File: src/rtl/mux_scan_n.sv
// Registered N-channel, W-bit multiplexer with a static-select mode and an
// autonomous scan mode that holds each channel for DWELL cycles.
module mux_scan_n #(
  parameter int N_CH  = 4,
  parameter int W     = 1,
  parameter int SEL_W = 2,
  parameter int DWELL = 5
) (
  input  logic              clk,
  input  logic              rst,
  input  logic [N_CH*W-1:0] d,
  input  logic [SEL_W-1:0]  sel,
  input  logic              mode,
  input  logic              en,
  output logic [W-1:0]      f,
  output logic [SEL_W-1:0]  ch,
  output logic              valid,
  output logic              wrap
);

  typedef enum logic [1:0] {IDLE, STATIC, SCAN} state_t;

  localparam logic [SEL_W:0]   NCH_L   = (SEL_W+1)'(N_CH);
  localparam logic [SEL_W-1:0] LAST_CH = SEL_W'(N_CH - 1);
  localparam logic [7:0]       DW_LAST = 8'(DWELL - 1);

  state_t           state, state_nxt;
  logic [SEL_W-1:0] ptr, ptr_nxt;
  logic [7:0]       cnt, cnt_nxt;
  logic [W-1:0]     f_nxt;
  logic [SEL_W-1:0] ch_nxt;
  logic             valid_nxt, wrap_nxt;
  logic             sel_ok;
  logic [SEL_W-1:0] start;

  function automatic logic [W-1:0] pick(input logic [N_CH*W-1:0] dv,
                                        input logic [SEL_W-1:0]  idx);
    logic [W-1:0] r;
    r = '0;
    for (int k = 0; k < N_CH; k++)
      if (idx == SEL_W'(k)) r = dv[k*W +: W];
    return r;
  endfunction

  assign sel_ok = ({1'b0, sel} < NCH_L);
  assign start  = sel_ok ? sel : '0;

  always_ff @(posedge clk or posedge rst) begin
    if (rst) state <= IDLE;
    else     state <= state_nxt;
  end

  // en=0 always wins; otherwise mode alone picks the active state.
  always_comb begin
    state_nxt = state;
    if (!en)       state_nxt = IDLE;
    else if (!mode) state_nxt = STATIC;
    else           state_nxt = SCAN;
  end

  always_comb begin
    f_nxt     = f;
    ch_nxt    = ch;
    valid_nxt = 1'b0;
    wrap_nxt  = 1'b0;
    ptr_nxt   = ptr;
    cnt_nxt   = cnt;
    if (en) begin
      if (!mode) begin
        f_nxt     = sel_ok ? pick(d, sel) : '0;
        ch_nxt    = sel;
        valid_nxt = sel_ok;
      end else if (state == STATIC) begin
        // Entry edge presents the start channel and counts as the first dwell cycle.
        ptr_nxt   = start;
        cnt_nxt   = '0;
        f_nxt     = pick(d, start);
        ch_nxt    = start;
        valid_nxt = 1'b1;
      end else begin
        if (cnt >= DW_LAST) begin
          cnt_nxt = '0;
          if (ptr >= LAST_CH) begin
            ptr_nxt  = '0;
            wrap_nxt = 1'b1;
          end else begin
            ptr_nxt = ptr + 1'b1;
          end
        end else begin
          cnt_nxt = cnt + 8'd1;
        end
        f_nxt     = pick(d, ptr_nxt);
        ch_nxt    = ptr_nxt;
        valid_nxt = 1'b1;
      end
    end
  end

  always_ff @(posedge clk or posedge rst) begin
    if (rst) begin
      f     <= '0;
      ch    <= '0;
      valid <= 1'b0;
      wrap  <= 1'b0;
      ptr   <= '0;
      cnt   <= '0;
    end else begin
      f     <= f_nxt;
      ch    <= ch_nxt;
      valid <= valid_nxt;
      wrap  <= wrap_nxt;
      ptr   <= ptr_nxt;
      cnt   <= cnt_nxt;
    end
  end

endmodule

File: config.mk
export PLATFORM = sky130hd
export DESIGN_NAME = mux_scan_n
export DESIGN_NICKNAME = d
export VERILOG_FILES = /design/src/rtl/mux_scan_n.sv
export SDC_FILE = /design/constraint.sdc
export NUM_CORES = 1
export LEC_CHECK = 0
export CAP_MARGIN = 20
export CORE_MARGIN = 5
export CORE_UTILIZATION = 35
export DETAILED_ROUTE_END_ITERATION = 16
export PLACE_DENSITY = 0.63
export SETUP_SLACK_MARGIN = 0.1
export SKIP_LAST_GASP = 1
export SYNTH_ARGS = -nofsm -noshare
export SYNTH_HDL_FRONTEND = slang
export SYNTH_SLANG_ARGS = --single-unit
File: constraint.sdc
create_clock -name clk -period 2.32 [get_ports clk]
set_input_delay 0.232 -clock clk [delete_from_list [all_inputs] [get_ports clk]]
set_output_delay 0.232 -clock clk [all_outputs]
set_load 0.02 [all_outputs]
Word level (Yosys, flattened, before mapping)
Index checks and enable logic that the tools add are counted.
Widths: inputs -> output; s select.
{"block": "word_totals", "reg_bits": 17, "in_bits": 10, "out_inout_bits": 5}
{"block": "op_classes", "addsub": 2, "magnitude_cmp": 2, "n_eq_ne": 7, "mux": 27, "n_reduce_logical": 3}
{"cell": "$mux 2", "n": 9}
{"cell": "$mux 1", "n": 16}
{"cell": "$mux 8", "n": 2}
{"cell": "$add 8x1->8 const B", "n": 1}
{"cell": "$eq 2x2->1 const B", "n": 4}
{"cell": "$ge 8x3->1 const B", "n": 1}
{"cell": "$eq 2x1->1 const B", "n": 3}
{"cell": "$logic_not 2->1", "n": 2}
{"cell": "$add 2x1->2 const B", "n": 1}
{"cell": "$ge 2x2->1 const B", "n": 1}
{"cell": "$reduce_and 2->1", "n": 1}

Longest topological paths before layout
Gate-level depths: netlist of the first run.
{"block": "logic_depth", "word_depth": 13, "mapped_depth": 5, "mapped_depth_nobuf": 5}

Worst setup path before layout of the first run
Ideal clock, no wire load.
{"block": "synth_timing", "path_kind": "register to register", "start": "reg cnt[7]", "end": "reg ch[1]", "arrival_time_ns": 1.413, "slack_ns": 0.782, "path_stages_with_launch": 6, "cell_sequence": "dfrtp_1 -> nor4_4 -> nand2_1 -> mux2i_2 -> o21ai_1 -> mux2_2"}
{"block": "synth_between", "elab_chain_len": 7}
{"element": "start: declaration", "line_no": "29", "text": "logic [7:0] cnt, cnt_nxt;"}
{"element": "start signal: assignment", "line_no": "113", "text": "cnt <= cnt_nxt;"}
{"element": "$ge 8x3->1", "line_no": "81", "text": "if (cnt >= DW_LAST) begin"}
{"element": "$mux 2", "line_no": "81"}
{"element": "$mux 2", "line_no": "73", "text": "end else if (state == STATIC) begin"}
{"element": "$mux 2", "line_no": "69", "text": "if (!mode) begin"}
{"element": "$mux 2", "line_no": "68", "text": "if (en) begin"}
{"element": "$mux 2", "line_no": "73"}
{"element": "$mux 2", "line_no": "69"}
{"element": "end signal: assignment", "line_no": "109", "text": "ch <= ch_nxt;"}
{"element": "end: declaration", "line_no": "16", "text": "output logic [SEL_W-1:0] ch,"}
No other way between the ends. The select of a mux whose other input is x is not followed.
A chain may end at the register's enable or synchronous reset.

Worst setup path after layout of the first run
Same ends and word-level chain as after synthesis.

==> results.sh, run 1 <==
export IMPL_status="finished, final reports clean"
export IMPL_combPwrFrac=0.316
export IMPL_row_count=17
export IMPL_groute_usage_overall=0.108
export IMPL_synth_enable_flop_cells=0
export IMPL_final_period_utilization=0.744
export IMPL_tightestPinTransition_ns=0.646
export IMPL_top_post_synthesis_cells_by_area="sky130_fd_sc_hd__dfrtp_1 50%, sky130_fd_sc_hd__nand2_1 4.9%, sky130_fd_sc_hd__ha_1 4.4%"
export IMPL_tritoncts="built"
export IMPL_yosysWarnings=0
export IMPL_hold_viol=0
export IMPL_clk_root_buffer_cell="sky130_fd_sc_hd__clkbuf_4"
export IMPL_timing_rr_start="cnt[7]"
export IMPL_floorplan_core_area_um2=2250
export IMPL_async_set_or_reset_flop_fraction_in_the_synthesized_netlist=1.00
export IMPL_half_perimeter_wire_length_of_the_detailed_placement_result_um=1230
export IMPL_slew_viol_final=0
export IMPL_cts_hold_fix_buffers=0
export IMPL_cap_viol_max_count=0
export IMPL_gp_congestion=0.698
export IMPL_m1WireLength_um=850
export IMPL_timing_critical_path_to_type="flop"
export IMPL_route_detailed_drc=0
export IMPL_port_buffers=14
export IMPL_worst_hold_path_type="in -> async"
export IMPL_boundaryPins=15
export IMPL_fmaxAchievable_mhz=580
export IMPL_p_sw_frac=0.331
export IMPL_synthFlopType="sky130_fd_sc_hd__dfrtp_1"
export IMPL_ys_seq_elements=17
export IMPL_first_global_vias=594
export IMPL_wl_per_cell_um=13.3
export IMPL_layout_filler_cells=242
export IMPL_grt_first_pass_wirelength_um=2810
export IMPL_synth_top_area_share=0.503
export IMPL_max_slew_headroom=0.569
export IMPL_p_sw_uw=261
export IMPL_overflow=0
export IMPL_drive_gt1_frac=0.158
export IMPL_ctsLongestPathBuffers=2
export IMPL_postCtsResizedCells=0
export IMPL_synth_cells=78
export IMPL_ys_seq_area_frac=0.503
export IMPL_worst_path_max_fanout=4
export IMPL_timing_setup_critical_path_class="reg -> reg"
export IMPL_wl_um=1640
export IMPL_syn_mean_instance_area_um2=10.8
export IMPL_nNetsFinal=109
export IMPL_dr_wl_met3_um=57
export IMPL_mostFrequentLayoutCell="sky130_fd_sc_hd__dfrtp_1"
export IMPL_cts_buffers_inserted=3
export IMPL_grt_start_max_net_pins=18
export IMPL_total_power_uw=790
export IMPL_leading_cell_types_in_the_layout_fill_and_taps_excluded="17 x sky130_fd_sc_hd__dfrtp_1, 14 x sky130_fd_sc_hd__clkdlybuf4s50_1, 11 x sky130_fd_sc_hd__nand2_1, 5 x sky130_fd_sc_hd__inv_1"
export IMPL_dr_max_layer_used="met4"
export IMPL_worst_ep_required_time_ns=2.51
export IMPL_layout_min_cycle_time_ns=1.73
export IMPL_fp_dieH_um=59.2
export IMPL_diodes=0
export IMPL_internal_power_uw=529
export IMPL_h_tree_lvl_count=1
export IMPL_worst_r2r_cell_count=5
export IMPL_power_static_leakage_uw=0.000515
export IMPL_worst_r2r_setup_slack_ns=0.59
export IMPL_layout_area_overhead_vs_synth_pct=23.5
export IMPL_setup_viol_count_final=0
export IMPL_post_synth_top_area_cell="sky130_fd_sc_hd__dfrtp_1"
export IMPL_mappedNetlistNets=91
export IMPL_floorplan_die_area_um2=3500
export IMPL_fin_setup_tns_ns=0
export IMPL_effective_utilization_at_floorplan=0.375
export IMPL_chipWidth_um=59.2
export IMPL_timing_rr_end="ch[1]"
export IMPL_cts_sinks=17
export IMPL_critPathArrivalTime_ns=1.92
export IMPL_irDropWorstVdd_v=0.000488
export IMPL_clkTransAtPathRegs_ns=0.11
export IMPL_hold_slack_ns=0.303
export IMPL_netlist_area_um2=846
export IMPL_setup_repair_after_global_routing_missed_its_margin="no"
export IMPL_wl_met2_um=708
export IMPL_detail_route_vias_per_cell=4.72
export IMPL_dr_total_vias=580
export IMPL_worst_skew_pair_late_latency_ns=0.30
export IMPL_power_density_nw_per_um2=756
export IMPL_start_kind="flop"
export IMPL_clkPwrFrac=0.211
export IMPL_dr_pass1_iters=4
export IMPL_skew_ns=0.00604
export IMPL_antenna_violating_nets_post_route=0
export IMPL_power_frac_seq=0.473
export IMPL_drtIter0Drc=7
export IMPL_cts_repair_timing_setup_buffer_count=0
export IMPL_yosys_cell_types_count=30
export IMPL_antenna_found_initial=0
==> critical path: stages, from the launching register on <==
cell and delay, ns:
sky130_fd_sc_hd__dfrtp_1 0.42, sky130_fd_sc_hd__nor4_4 0.34, sky130_fd_sc_hd__nand2_1 0.19, sky130_fd_sc_hd__mux2i_2 0.31, sky130_fd_sc_hd__o21ai_1 0.09, sky130_fd_sc_hd__mux2_2 0.26
==> state kept, by name (all words and copies together) (netlist names) <==
register and cells:
f 1, valid 1, ch 2, cnt 8
wrap 1, ptr 2, state 2
==> metal layers <==
layer,vias to the layer above,track usage
met2,10,0.150
met1,261,0.155
met5,-,0
met4,0,0.0388
li1,307,-
met3,2,0.0349
==> power groups by stage <==
stage	Clock, uW	Combinational, uW	Sequential (uW)
floorplan	0	156	390
global placement	0	251	378
detailed placement	0	251	380
CTS	170	254	374
global route	191	278	379
finish	167	250	373
==> area by class of cell <==
cell class	instances	area, um2	area share
multi-input combinational	55	398	0.381
timing repair buffer	14	140	0.134
sequential	17	425	0.407
clock buffer	3	22.5	0.0216
inverter	5	18.8	0.0180
tap	28	35.0	0.0335
clock inverter	1	5.00	0.00479
==> kinds of logic after synthesis <==
kind of cell,Yosys count,share of synthesized area
compound gates,17,0.135
fa+ha+maj,3,0.0444
buf+inv,6,0.0266
flops,17,0.503
mux,6,0.0961
simple gates,29,0.195
==> Yosys cell counts (all sizes together) (2+ instances only) <==
cell type,count
ha,3
nand2,11
mux2i,3
inv,5
a211oi,2
dfrtp,17
and2,7
a21oi,2
nor2,4
mux2,2
a21o,3
and3,3
o22ai,2
o21ai,4
==> how the worst max path moves through the flow <==
stage | cells past startpoint | from | slack, ns | end
detailed placement | 5 | en | 0.55 | wrap
finish | 5 | cnt[7] | 0.59 | ch[1]
global placement | 4 | sel[0] | 0.55 | f
CTS | 5 | cnt[7] | 0.58 | ch[1]
global route | 5 | cnt[7] | 0.50 | ch[1]
floorplan | 5 | cnt[7] | 0.78 | ch[1]
==> through the flow <==
stage / cell area [um2] / setup slack (ns) / utilization / std cells
after floorplan: 846 / 0.782 / - / 78
after global placement: 1020 / 0.545 / 0.451 / 119
after detailed placement: 1020 / 0.551 / 0.451 / 119
after CTS: 1040 / 0.581 / 0.463 / 123
after global routing: 1040 / 0.499 / 0.463 / 123
final: 1040 / 0.595 / 0.463 / 123
No activity file was read; power rests on OpenSTA's default activity.
==> inputs of run 2 (changes only) <==
- PLACE_DENSITY: 0.63 -> 0.65
- clock period: 2.32 -> 1.5 ns (I/O delays scaled with it)
==> run 2 against run 1 <==
Against the previous run: the flow now finishes with violations (negative setup slack); combinational power up 110%; setup slack worse by 0.83 ns; worst hold slack worse by 0.15 ns; routed wire length up 13%; highest routed layer unchanged.
==> results.sh, run 2 (synthesized netlist as in run 1, its figures left out) <==
export IMPL_h_tree_lvl_count=1
export IMPL_setup_repair_after_global_routing_missed_its_margin="yes"
export IMPL_detail_route_vias_per_cell=4.99
export IMPL_drive_gt1_frac=0.333
export IMPL_leading_cell_types_in_the_layout_fill_and_taps_excluded="17 x sky130_fd_sc_hd__dfrtp_1, 13 x sky130_fd_sc_hd__buf_4, 9 x sky130_fd_sc_hd__nand2_1, 9 x sky130_fd_sc_hd__clkdlybuf4s50_1, 5 x sky130_fd_sc_hd__inv_1"
export IMPL_cts_hold_fix_buffers=0
export IMPL_clkPwrFrac=0.184
export IMPL_antenna_found_initial=0
export IMPL_drtIter0Drc=13
export IMPL_boundaryPins=15
export IMPL_p_sw_uw=442
export IMPL_antenna_violating_nets_post_route=0
export IMPL_fp_dieH_um=59.2
export IMPL_layout_min_cycle_time_ns=1.74
export IMPL_skew_ns=0.00691
export IMPL_placedInstanceArea_um2=1120
export IMPL_hold_slack_ns=0.153
export IMPL_hold_viol=0
export IMPL_fmaxAchievable_mhz=575
export IMPL_diodes=0
export IMPL_power_static_leakage_uw=0.000613
export IMPL_groute_usage_overall=0.123
export IMPL_clkTransAtPathRegs_ns=0.10
export IMPL_worst_skew_pair_late_latency_ns=0.29
export IMPL_slew_viol_final=0
export IMPL_dr_pass1_iters=4
export IMPL_dp_worst_setup_slack_ns=-0.181
export IMPL_irDropWorstVdd_v=0.000686
export IMPL_critPathArrivalTime_ns=1.95
export IMPL_tritoncts="built"
export IMPL_start_kind="flop"
export IMPL_layout_area_overhead_vs_synth_pct=40.4
export IMPL_dr_total_vias=679
export IMPL_worst_hold_path_type="in -> async"
export IMPL_setup_slack_ns=-0.238
export IMPL_status="finished, violations left"
export IMPL_wl_per_cell_um=13.6
export IMPL_floorplan_core_area_um2=2250
export IMPL_internal_power_uw=891
export IMPL_overflow=0
export IMPL_cap_viol_max_count=0
export IMPL_max_flop_register="cnt"
export IMPL_tightestPinTransition_ns=0.337
export IMPL_half_perimeter_wire_length_of_the_detailed_placement_result_um=1390
export IMPL_grt_first_pass_wirelength_um=3220
export IMPL_violations_in_the_final_reports="negative setup slack"
export IMPL_wl_um=1850
export IMPL_cts_buffers_inserted=3
export IMPL_gp_congestion=0.811
export IMPL_floorplan_die_area_um2=3500
export IMPL_port_buffers=14
export IMPL_max_slew_headroom=0.774
export IMPL_mostFrequentLayoutCell="sky130_fd_sc_hd__dfrtp_1"
export IMPL_cts_sinks=17
export IMPL_chipWidth_um=59.2
export IMPL_timing_setup_critical_path_class="reg -> reg"
export IMPL_finalInstanceArea_um2=1190
export IMPL_timing_critical_path_to_type="flop"
export IMPL_combPwrFrac=0.393
export IMPL_clk_root_buffer_cell="sky130_fd_sc_hd__clkbuf_4"
export IMPL_worst_path_max_fanout=4
export IMPL_power_density_nw_per_um2=1120
export IMPL_ctsLongestPathBuffers=2
export IMPL_cts_repair_timing_setup_buffer_count=0
export IMPL_effective_utilization_at_floorplan=0.375
export IMPL_largest_register_ffs=8
export IMPL_grt_start_max_net_pins=18
export IMPL_nNetsFinal=122
export IMPL_route_detailed_drc=0
export IMPL_first_global_vias=716
export IMPL_final_period_utilization=1.16
export IMPL_row_count=17
export IMPL_p_sw_frac=0.332
export IMPL_worst_ep_required_time_ns=1.71
export IMPL_setup_viol_count_final=5
export IMPL_power_frac_seq=0.422
## run 2: cell count changes in the layout (fill, tap and decap cells not counted), moves of 2 or more
cell                              before  now
sky130_fd_sc_hd__nand2_1              11    9
sky130_fd_sc_hd__buf_4                 0   13
sky130_fd_sc_hd__dlygate4sd2_1         0    3
sky130_fd_sc_hd__dlymetal6s2s_1        0    2
sky130_fd_sc_hd__clkdlybuf4s50_1      14    9
sky130_fd_sc_hd__o21ai_0               3    1
sky130_fd_sc_hd__nand2_2               0    2
sky130_fd_sc_hd__o21ai_1               1    3
## run 2: final cells by class
| class | instances | area, um2 |
|---|---|---|
| Clock buffer | 3 | 22.5 |
| Clock inverter | 1 | 5.00 |
| Fill cell | 217 | 1070 |
| Inverter | 5 | 18.8 |
| Multi-Input combinational cell | 55 | 442 |
| Sequential cell | 17 | 425 |
| Tap cell | 28 | 35.0 |
| Timing Repair Buffer | 27 | 239 |
## run 2: timing repair
action / 4_1_cts / 5_1_grt
gates resized for setup: 5 / 10
pin swaps: 3 / 4
setup endpoints to repair: 10 / 10
## run 2: power by group through the flow
stage                     Combinational (uW)  Sequential [uW]  Clock (uW)
after global placement                   466              567           0
after global routing                     583              572         285
after CTS                                469              563         263
after floorplan                          248              603           0
final                                    524              562         246
after detailed placement                 476              571           0
## run 2: path summary, 6_finish.rpt
| check | slack [ns] | depth (start not counted) | from | endpoint |
|---|---|---|---|---|
| max | -0.24 | 5 | cnt[7] | f |
| min | 0.15 | 3 | rst | cnt[7] |
| max reg2reg | -0.24 | 5 | cnt[7] | f |
| min reg2reg | 0.50 | 1 | cnt[4] | cnt[4] |
| max in group asynchronous | 1.16 | 3 | rst | ch[1] |
| min in group clk | 0.45 | 2 | mode | state[0] |
## run 2: routing by layer
layer | vias up | wire (um) | global-route usage
met5 | - | 0 | 0
met4 | 0 | 31 | 0.0550
met3 | 5 | 103 | 0.0501
met2 | 17 | 909 | 0.199
met1 | 324 | 807 | 0.142
li1 | 333 | - | -
## run 2: worst max-delay path, cell delays in order (launching register included)
cell                      delay [ns]
sky130_fd_sc_hd__dfrtp_1        0.42
sky130_fd_sc_hd__nor4_4         0.39
sky130_fd_sc_hd__nand2_2        0.16
sky130_fd_sc_hd__mux2i_4        0.23
sky130_fd_sc_hd__a221o_1        0.28
sky130_fd_sc_hd__a31oi_2        0.16
## run 2: through the flow
stage                      util  setup TNS [ns]  power (uW)  cells
after floorplan               -         -0.0236         851     78
after global routing      0.527           -1.39        1440    136
after global placement    0.496          -0.434        1030    132
final                     0.527          -0.701        1330    136
after CTS                 0.507          -0.663        1290    136
after detailed placement  0.496          -0.576        1050    132
